### config.mk
export PLATFORM = sky130hd
export DESIGN_NAME = sram_ctrl_flat
export DESIGN_NICKNAME = d
export VERILOG_FILES = /design/src/rtl/sram_ctrl_pkg.sv /design/src/rtl/sram_ctrl_if.sv /design/src/rtl/sram_ctrl.sv /design/src/flat_wrapper.sv
export SDC_FILE = /design/constraint.sdc
export NUM_CORES = 1
export LEC_CHECK = 0
export BUFFER_PORTS_ARGS = -buffer_cell sky130_fd_sc_hd__buf_2
export CAP_MARGIN = 0
export CORE_MARGIN = 4
export CORE_UTILIZATION = 38
export CTS_BUF_LIST = sky130_fd_sc_hd__clkbuf_16
export CTS_CLUSTER_DIAMETER = 60
export DETAILED_ROUTE_END_ITERATION = 8
export MAX_ROUTING_LAYER = met4
export PLACE_DENSITY = 0.85
export RECOVER_POWER = 50
export SLEW_MARGIN = 0
export SYNTH_ARGS = -nofsm -noshare
export SYNTH_HDL_FRONTEND = slang
export SYNTH_SLANG_ARGS = --single-unit
### constraint.sdc
create_clock -name clk_i -period 1.9 [get_ports clk_i]
set_clock_uncertainty 0.15 [all_clocks]
set_input_delay 0.475 -clock clk_i [delete_from_list [all_inputs] [get_ports clk_i]]
set_output_delay 0.475 -clock clk_i [all_outputs]
set_load 0.02 [all_outputs]
### src/rtl/sram_ctrl_pkg.sv
// Shared constants and types for the SoC memory subsystem SRAM controller.
// Holds the state encoding, the SRAM geometry and the bus request payload.
package sram_ctrl_pkg;

    localparam int unsigned BUS_DW     = 32;
    localparam int unsigned BUS_SW     = BUS_DW / 8;
    localparam int unsigned SRAM_AW    = 10;
    localparam int unsigned SRAM_DEPTH = 1 << SRAM_AW;

    // Controller state encodings
    localparam logic [1:0] ST_INIT_ENC    = 2'd0;
    localparam logic [1:0] ST_IDLE_ENC    = 2'd1;
    localparam logic [1:0] ST_RD_WAIT_ENC = 2'd2;
    localparam logic [1:0] ST_RESP_ENC    = 2'd3;

    typedef enum logic [1:0] {
        ST_INIT    = ST_INIT_ENC,
        ST_IDLE    = ST_IDLE_ENC,
        ST_RD_WAIT = ST_RD_WAIT_ENC,
        ST_RESP    = ST_RESP_ENC
    } state_e;

    // Request payload carried alongside mem_valid
    typedef struct packed {
        logic [BUS_DW-1:0] addr;
        logic [BUS_DW-1:0] wdata;
        logic [BUS_SW-1:0] wstrb;
    } mem_req_t;

endpackage

### src/rtl/sram_ctrl_if.sv
// Simple valid/ready memory bus.
//   mem_valid : request valid, held by the master until mem_ready
//   mem_req   : byte address, write data, byte strobes (0 = read)
//   mem_ready : one-cycle completion pulse from the slave
//   mem_rdata : read data, valid with mem_ready for reads
interface sram_ctrl_if;
    import sram_ctrl_pkg::*;

    logic              mem_valid;
    mem_req_t          mem_req;
    logic              mem_ready;
    logic [BUS_DW-1:0] mem_rdata;

    modport master (output mem_valid, output mem_req, input mem_ready, input mem_rdata);
    modport slave  (input mem_valid, input mem_req, output mem_ready, output mem_rdata);
endinterface

### src/rtl/sram_ctrl.sv
// Bus-to-SRAM controller for a single-port tc_sram_1024x32 style macro.
// Optionally zero-fills the SRAM after reset, then serves one bus request
// at a time: writes complete one cycle after issue, reads two.
//   clk_i, rst_i  : clock, synchronous active-high reset
//   mem           : bus slave port (valid/req in, ready/rdata out)
//   init_done_o   : high once the zero-fill sweep has finished
//   sram_*_o      : SRAM macro controls (driven combinationally)
//   sram_data_i   : SRAM read data, one cycle after a read is issued
module sram_ctrl
    import sram_ctrl_pkg::*;
#(
    parameter int unsigned ADDR_WIDTH = SRAM_AW,
    parameter bit          INIT_EN    = 1'b1
) (
    input  logic                  clk_i,
    input  logic                  rst_i,
    sram_ctrl_if.slave            mem,
    output logic                  init_done_o,
    output logic                  sram_cs_o,
    output logic                  sram_wren_o,
    output logic [ADDR_WIDTH-1:0] sram_addr_o,
    output logic [BUS_DW-1:0]     sram_data_o,
    output logic [BUS_SW-1:0]     sram_mask_o,
    input  logic [BUS_DW-1:0]     sram_data_i
);

    localparam state_e                RST_STATE = INIT_EN ? ST_INIT : ST_IDLE;
    localparam logic [ADDR_WIDTH-1:0] CNT_LAST  = '1;

    state_e                  state_q, state_d;
    logic [ADDR_WIDTH-1:0]   cnt_q, cnt_d;
    logic                    ready_q, ready_d;
    logic [BUS_DW-1:0]       rdata_q, rdata_d;
    logic                    done_q, done_d;

    // Upper and sub-word address bits are decoded upstream
    logic unused_addr_bits;
    assign unused_addr_bits = ^{mem.mem_req.addr[BUS_DW-1:ADDR_WIDTH+2], mem.mem_req.addr[1:0]};

    // State register
    always_ff @(posedge clk_i) begin
        if (rst_i) begin
            state_q <= RST_STATE;
            cnt_q   <= '0;
            ready_q <= 1'b0;
            rdata_q <= '0;
            done_q  <= !INIT_EN;
        end else begin
            state_q <= state_d;
            cnt_q   <= cnt_d;
            ready_q <= ready_d;
            rdata_q <= rdata_d;
            done_q  <= done_d;
        end
    end

    // Next state and SRAM controls
    always_comb begin
        state_d     = state_q;
        cnt_d       = cnt_q;
        ready_d     = 1'b0;
        rdata_d     = rdata_q;
        done_d      = done_q;
        sram_cs_o   = 1'b0;
        sram_wren_o = 1'b0;
        sram_addr_o = '0;
        sram_data_o = '0;
        sram_mask_o = '0;

        unique case (state_q)
            ST_INIT: begin
                sram_cs_o   = 1'b1;
                sram_wren_o = 1'b1;
                sram_mask_o = '1;
                sram_addr_o = cnt_q;
                cnt_d       = cnt_q + ADDR_WIDTH'(1);
                if (cnt_q == CNT_LAST) begin
                    state_d = ST_IDLE;
                    done_d  = 1'b1;
                end
            end
            ST_IDLE: begin
                if (mem.mem_valid) begin
                    sram_cs_o   = 1'b1;
                    sram_wren_o = |mem.mem_req.wstrb;
                    sram_addr_o = mem.mem_req.addr[ADDR_WIDTH+1:2];
                    sram_data_o = mem.mem_req.wdata;
                    sram_mask_o = mem.mem_req.wstrb;
                    if (|mem.mem_req.wstrb) begin
                        state_d = ST_RESP;
                        ready_d = 1'b1;
                    end else begin
                        state_d = ST_RD_WAIT;
                    end
                end
            end
            ST_RD_WAIT: begin
                rdata_d = sram_data_i;
                state_d = ST_RESP;
                ready_d = 1'b1;
            end
            ST_RESP: begin
                state_d = ST_IDLE;
            end
            default: begin
                state_d = RST_STATE;
            end
        endcase

        // Reset blocks any SRAM access in the same cycle
        if (rst_i) begin
            sram_cs_o   = 1'b0;
            sram_wren_o = 1'b0;
            sram_mask_o = '0;
        end
    end

    assign mem.mem_ready = ready_q;
    assign mem.mem_rdata = rdata_q;
    assign init_done_o   = done_q;

endmodule

### src/flat_wrapper.sv
// flat-port wrapper written by rule: the top's interface ports become plain ports
module sram_ctrl_flat import sram_ctrl_pkg::*;
#(
    parameter int unsigned ADDR_WIDTH = SRAM_AW,
    parameter bit          INIT_EN    = 1'b1
)
  (clk_i, rst_i, init_done_o, sram_cs_o, sram_wren_o, sram_addr_o, sram_data_o, sram_mask_o, sram_data_i, mem_mem_valid, mem_mem_req, mem_mem_ready, mem_mem_rdata);
  sram_ctrl_if mem_i ();
  input  logic clk_i;
  input  logic rst_i;
  output logic init_done_o;
  output logic sram_cs_o;
  output logic sram_wren_o;
  output logic [ADDR_WIDTH-1:0] sram_addr_o;
  output logic [BUS_DW-1:0] sram_data_o;
  output logic [BUS_SW-1:0] sram_mask_o;
  input  logic [BUS_DW-1:0] sram_data_i;
  input wire logic [$bits(mem_i.mem_valid)-1:0] mem_mem_valid;
  input wire logic [$bits(mem_i.mem_req)-1:0] mem_mem_req;
  output wire logic [$bits(mem_i.mem_ready)-1:0] mem_mem_ready;
  output wire logic [$bits(mem_i.mem_rdata)-1:0] mem_mem_rdata;
  assign mem_i.mem_valid = mem_mem_valid;
  assign mem_i.mem_req = mem_mem_req;
  assign mem_mem_ready = mem_i.mem_ready;
  assign mem_mem_rdata = mem_i.mem_rdata;
  sram_ctrl #(.ADDR_WIDTH(ADDR_WIDTH), .INIT_EN(INIT_EN)) u_core (.clk_i(clk_i), .rst_i(rst_i), .mem(mem_i), .init_done_o(init_done_o), .sram_cs_o(sram_cs_o), .sram_wren_o(sram_wren_o), .sram_addr_o(sram_addr_o), .sram_data_o(sram_data_o), .sram_mask_o(sram_mask_o), .sram_data_i(sram_data_i));
endmodule
# After elaboration in Yosys (flattened, before gate mapping)
# Cells that the tools add are included.
[totals]
reg_bits = 46
inputBits = 103
output_inout_bits = 82
[classes]
addsub = 1
n_eq_ne = 6
muxes = 20
n_reduce_logical = 4
[ops]
columns = ["cell", "n"]
rows = [
  ["two-way mux 32 bit", 2],
  ["case mux 10 bit (2 select lines)", 1],
  ["adder 10 x 1 -> 10 bit (second input constant)", 1],
  ["equality test 10 bit (second input constant)", 1],
  ["two-way mux 10 bit", 1],
  ["two-way mux 4 bit", 2],
  ["case mux 2 bit (4 select lines)", 1],
  ["case mux 4 bit (2 select lines)", 1],
  ["two-way mux 1 bit", 7],
  ["case mux 1 bit (2 select lines)", 3],
  ["equality test 2 bit (second input constant)", 2],
  ["two-way mux 2 bit", 2],
  ["AND reduction 2 bit", 2],
  ["OR reduction 4 bit", 1],
  ["equality test 2 x 1 -> 1 bit (second input constant)", 1],
  ["logical NOT 2 bit", 1],
  ["!= test 2 x 1 -> 1 bit (second input constant)", 1],
  ["!= test 2 bit (second input constant)", 1],
]

# Logic depth before layout (Yosys ltp)
[depth]
word_depth = 4
ltp_mapped = 6
depth_no_buf = 6

# Least setup slack after synthesis
# OpenSTA, ideal clock, no wires.
[synth_path]
kind = "register to output"
start = "register u_core.state_q[1]"
end = "output sram_mask_o[0]"
arrival_time_ns = 1.521
t_required_ns = 1.275
setup_slack_ns = -0.246
path_stages_with_launch = 7
path_cell_list = "dfxtp_1 inv_1 ha_1 and2_1 nor2_1 nor2_1 o21a_1"
[synth_via]
elab_chain_len = 3
elab_cells_between_ends = 4
[synth_lines]
columns = ["item", "line", "text"]
rows = [
  ["start: declaration", "sram_ctrl.sv:30", "state_e state_q, state_d;"],
  ["start signal: assignment", "sram_ctrl.sv:49", "state_q <= state_d;"],
  ["equality test 2 x 1 -> 1 bit / logical NOT 2 bit (equally long branches)", "sram_ctrl.sv:70", "unique case (state_q)"],
  ["case mux 4 bit (2 select lines) *", "sram_ctrl.sv:70", ""],
  ["two-way mux 4 bit *", "sram_ctrl.sv:111", "if (rst_i) begin"],
  ["end: declaration", "flat_wrapper.sv:16", "output logic [BUS_SW-1:0] sram_mask_o;"],
]
# Every way passes the cells marked *; elsewhere a longest branch is shown, timed or not.

# Worst setup path in the final report
[layout_path]
start = "register u_core.state_q[1]"
end = "output sram_mask_o[3]"
# The elaborated chain is that of the path after synthesis.

==> run summary <==
The flow ran to the end, but the final reports show violations. The final reports fail on setup timing. The fraction of layout cells with a size suffix above 1 came out at roughly 55%. The number of filler instances in the final layout came out at between 400 and 500. The post-synthesis async set-or-reset flop share came out at 0%. The sum of routed wire length over all layers is 7320 microns. The first global-routing pass estimated 10600 microns of wire. The hold-fix buffer count after cts came out at 0. The initial antenna violation count came out at 0.

After synthesis, the netlist uses 30 different library cells. The minimum setup slack in the final design came out at -0.216 ns. In the final design database the tool counted 518 nets.

The total nets after synthesis is approximately 350. The count of cells along the worst register-to-register path is 8. The required time of the critical path came out at 1.27 ns.

By area, the combinational part of the netlist is dominated by simple AND/OR/NAND/NOR gates. Summing the areas of all fa, ha and maj instances in the mapped netlist gives ~2.3% of the synthesized area. The reg-to-reg setup timing slack is between 0.1 and 0.15 ns. The post-CTS clock slew at the launch and capture registers of the worst setup and hold paths came out at around 0.06 ns.

The maximum fanout count along the critical path is 5. Of the post-synthesis cell area, the dominant cell type holds approximately 42%. Tracing the worst setup path back leads to its startpoint at u_core.state_q[1]. The synthesized-area fraction occupied by and/or/nand/nor cells is 22.8%.

The via density per instance came out at around 5.0. Measured along the y axis, the die boundary spans ~84 microns. Static timing analysis puts the maximum clock frequency at about 470 MHz. Summed over all failing endpoints, the final setup total negative slack is -7.86 ns. The TritonCTS clock tree is built. Counting instances, the worst hold path has a depth of 3.

The worst setup path is launched from a flip-flop. The share of the Yosys chip area taken by registers is 42.4%. The placer congestion estimate came out at approximately 0.85. The primary flip-flop cell chosen by synthesis mapping is dfxtp_1. The overall overflow remaining after global route is 0. The synthesized area divided by synthesized cell count came out at about 9.1 sq um. The worst reg2reg path endpoint is u_core.cnt_q[5]. The number of enable-type register cells in the synthesized netlist came out at 0. The final number of setup-violating endpoints came out at 48. The final hold violation count was 0.

The power density over the cells came out at 799 nW/um^2. Setup repair after global routing could not meet its margin everywhere. Yosys printed 0 warnings. For the pin with the worst max-slew slack, the measured transition is 0.365 ns.

The worst setup path is of the flip-flop to output port kind. The number of buffers inserted during clock tree synthesis came out at 5. Compared with the post-synthesis result, the final layout area differs by 71.8%. The worst-case IR drop observed on VDD is around 0.48 mV. The maximum number of pins on one net before global-route repair is 33. Summing all multi-input logic gate instances after layout gives 1300 sq um.

The arrival time reported for the critical path endpoint is between 1 and 1.5 ns. The count of input and output buffers came out at around 160. Headroom to the max-slew limit came out at around three quarters.

The max-slew violation count is 0. The total power of the final layout is approximately 0.003 W. The number of placed I/O pins came out at approximately 190.

For this design, the sink count on the clock tree is 46. The clock passes through at most 2 buffers. The post-synthesis instance total came out at ~240. 0 antenna diodes ended up in the layout. The tightest min-delay check is of the input port to flip-flop type. The compound-cell area share of the yosys netlist is between 8 and 9%. By area the synthesized netlist is led by dfxtp_1, mux2i_1, and3_1. The die is 83.6 microns wide. In this run the clock root is driven by a clkbuf_16.

The multiplexer share of the synthesized area came out at between 15 and 20%. The post-synthesis instance area came out at 2170 sq um. The placed wire-length estimate after detailed placement is about 5300 microns.

The number of DRC markers after the initial detailed-route iteration came out at approximately 100. The total number of vias is ~2400. The cell leakage power came out at between 1.5 and 2 nW. The clock latency on the worst-skew pair is approximately 0.28 ns. In the final layout, flip-flops and latches occupy 923 sq um. The register bit count reported by yosys came out at 46. The routed length per placed instance came out at between 15 and 20 microns. The max-capacitance violation count came out at 0. The capturing element of the worst setup path is sram_mask_o[3]. The xor/xnor share of the synthesized area came out at roughly 2.8%. After floorplanning, the core was divided into 27 placement rows. The period utilization came out at 111%. The startpoint of the worst register-to-register path is u_core.state_q[1]. The core region area came out at 5540 sq um. The minimum clock period after layout came out at 2.12 ns.

The via count of the first global-routing pass came out at between 2000 and 2500. STA classifies the critical path endpoint as an output port. The total global routing track utilization came out at 18.8%. The largest area contributor in the netlist is dfxtp_1. The initial core utilization came out at 39.2%.

The die outline area is ~7000 sq um. The remaining antenna violation count after routing came out at 0. The first detailed-routing pass took 6 iterations. The H-tree level count is 2. The remaining routing DRC violations came out at 0.
## cell families (layout without fill, tap and decap cells)
kind of cell | Yosys count | count (layout)
and+or+nand+nor | 98 | 98
DFF | 46 | 46
muxes | 35 | 35
AOI/OAI and AO/OA | 24 | 24
buffers and inverters | 24 | 198
xor gates and xnor gates | 7 | 7
adders and majority gates | 4 | 4
## metal layers
layer	track usage (%)	vias up	part of all wire [%]
met5	-	-	0
li1	-	1170	-
met2	33.6	121	54
met4	9.36	0	2.4
met1	19.8	1125	37
met3	3.46	12	7.0
## cell usage in the layout, fill, tap and decap left out, types with 3 or more instances in the layout
cell	count
buf_2	124
dfxtp_1	44
nor2_1	43
mux2i_1	34
buf_6	33
buf_4	22
and3_1	18
and3_4	15
a22o_1	8
clkbuf_16	6
inv_1	5
o21a_1	4
xor2_1	4
nand4_1	4
nand2_1	3
xnor2_1	3
a21oi_1	3
buf_12	3
## stage by stage
stage	setup slack (ns)	hold slack, ns	utilization (%)	area [sq um]	instances
after detailed placement	-0.184	0.309	56.7	3140	469
after floorplan	0.00144	0.318	-	2180	238
after global routing	-0.254	0.295	67.4	3730	484
final	-0.216	0.284	67.4	3730	484
after global placement	-0.169	0.301	56.7	3140	469
after CTS	-0.180	0.282	61.7	3420	478
## synth_stat cells (4+ instances only)
master,count
buf_2,6
inv_1,6
clkbuf_1,11
o21a_1,4
mux2i_1,34
nor2_1,45
ha_1,4
nand2_1,4
dfxtp_1,46
and3_1,33
nand4_1,4
a21oi_1,4
xor2_1,4
a22o_1,8
## power breakdown
group | switching (W) | leakage, nW | total (W) | internal, W
Sequential | 0.0000483 | 0.372 | 0.00105 | 0.00100
Combinational | 0.000553 | 1.39 | 0.00114 | 0.000585
Clock | 0.000321 | 0.0724 | 0.000796 | 0.000475
Total | 0.000922 | 1.83 | 0.00298 | 0.00206
## worst min path at each step
stage	start	end	slack, ns
finish	sram_data_i[19]	u_core.mem.mem_rdata[19]	0.28
global route	sram_data_i[13]	u_core.mem.mem_rdata[13]	0.29
CTS	sram_data_i[19]	u_core.mem.mem_rdata[19]	0.28
detailed placement	u_core.init_done_o	u_core.init_done_o	0.31
global placement	u_core.init_done_o	u_core.init_done_o	0.30
floorplan	u_core.state_q[1]	u_core.state_q[1]	0.32
## final cells by class
class / instances / area share, %
clock inverter: 3 / 0.335
sequential: 46 / 24.7
inverter: 6 / 0.603
multi-input combinational: 168 / 34.9
clock buffer: 5 / 3.35
tap: 72 / 2.41
timing repair buffer: 184 / 33.7
## registers in the layout (all words and copies together), names as in the netlist
| name | cells |
|---|---|
| u_core.mem.mem_ready | 1 |
| u_core.init_done_o | 1 |
| u_core.mem.mem_rdata | 32 |
| u_core.cnt_q | 10 |
| u_core.state_q | 2 |
## critical path, stage by stage, from the launching register on
cell,delay [ns]
dfxtp_2,0.33
inv_2,0.07
ha_4,0.14
and2_4,0.17
nor2_2,0.05
nor2_4,0.12
o21a_1,0.20
buf_6,0.14
## repair_timing
item	CTS	global route
hold endpoints to repair	0	0
cloned	0	2
endpoints found under the setup margin	49	51
pin swaps	7	9
gates resized for setup	41	71
setup buffers	1	4
(Power assumes the default switching activity.)
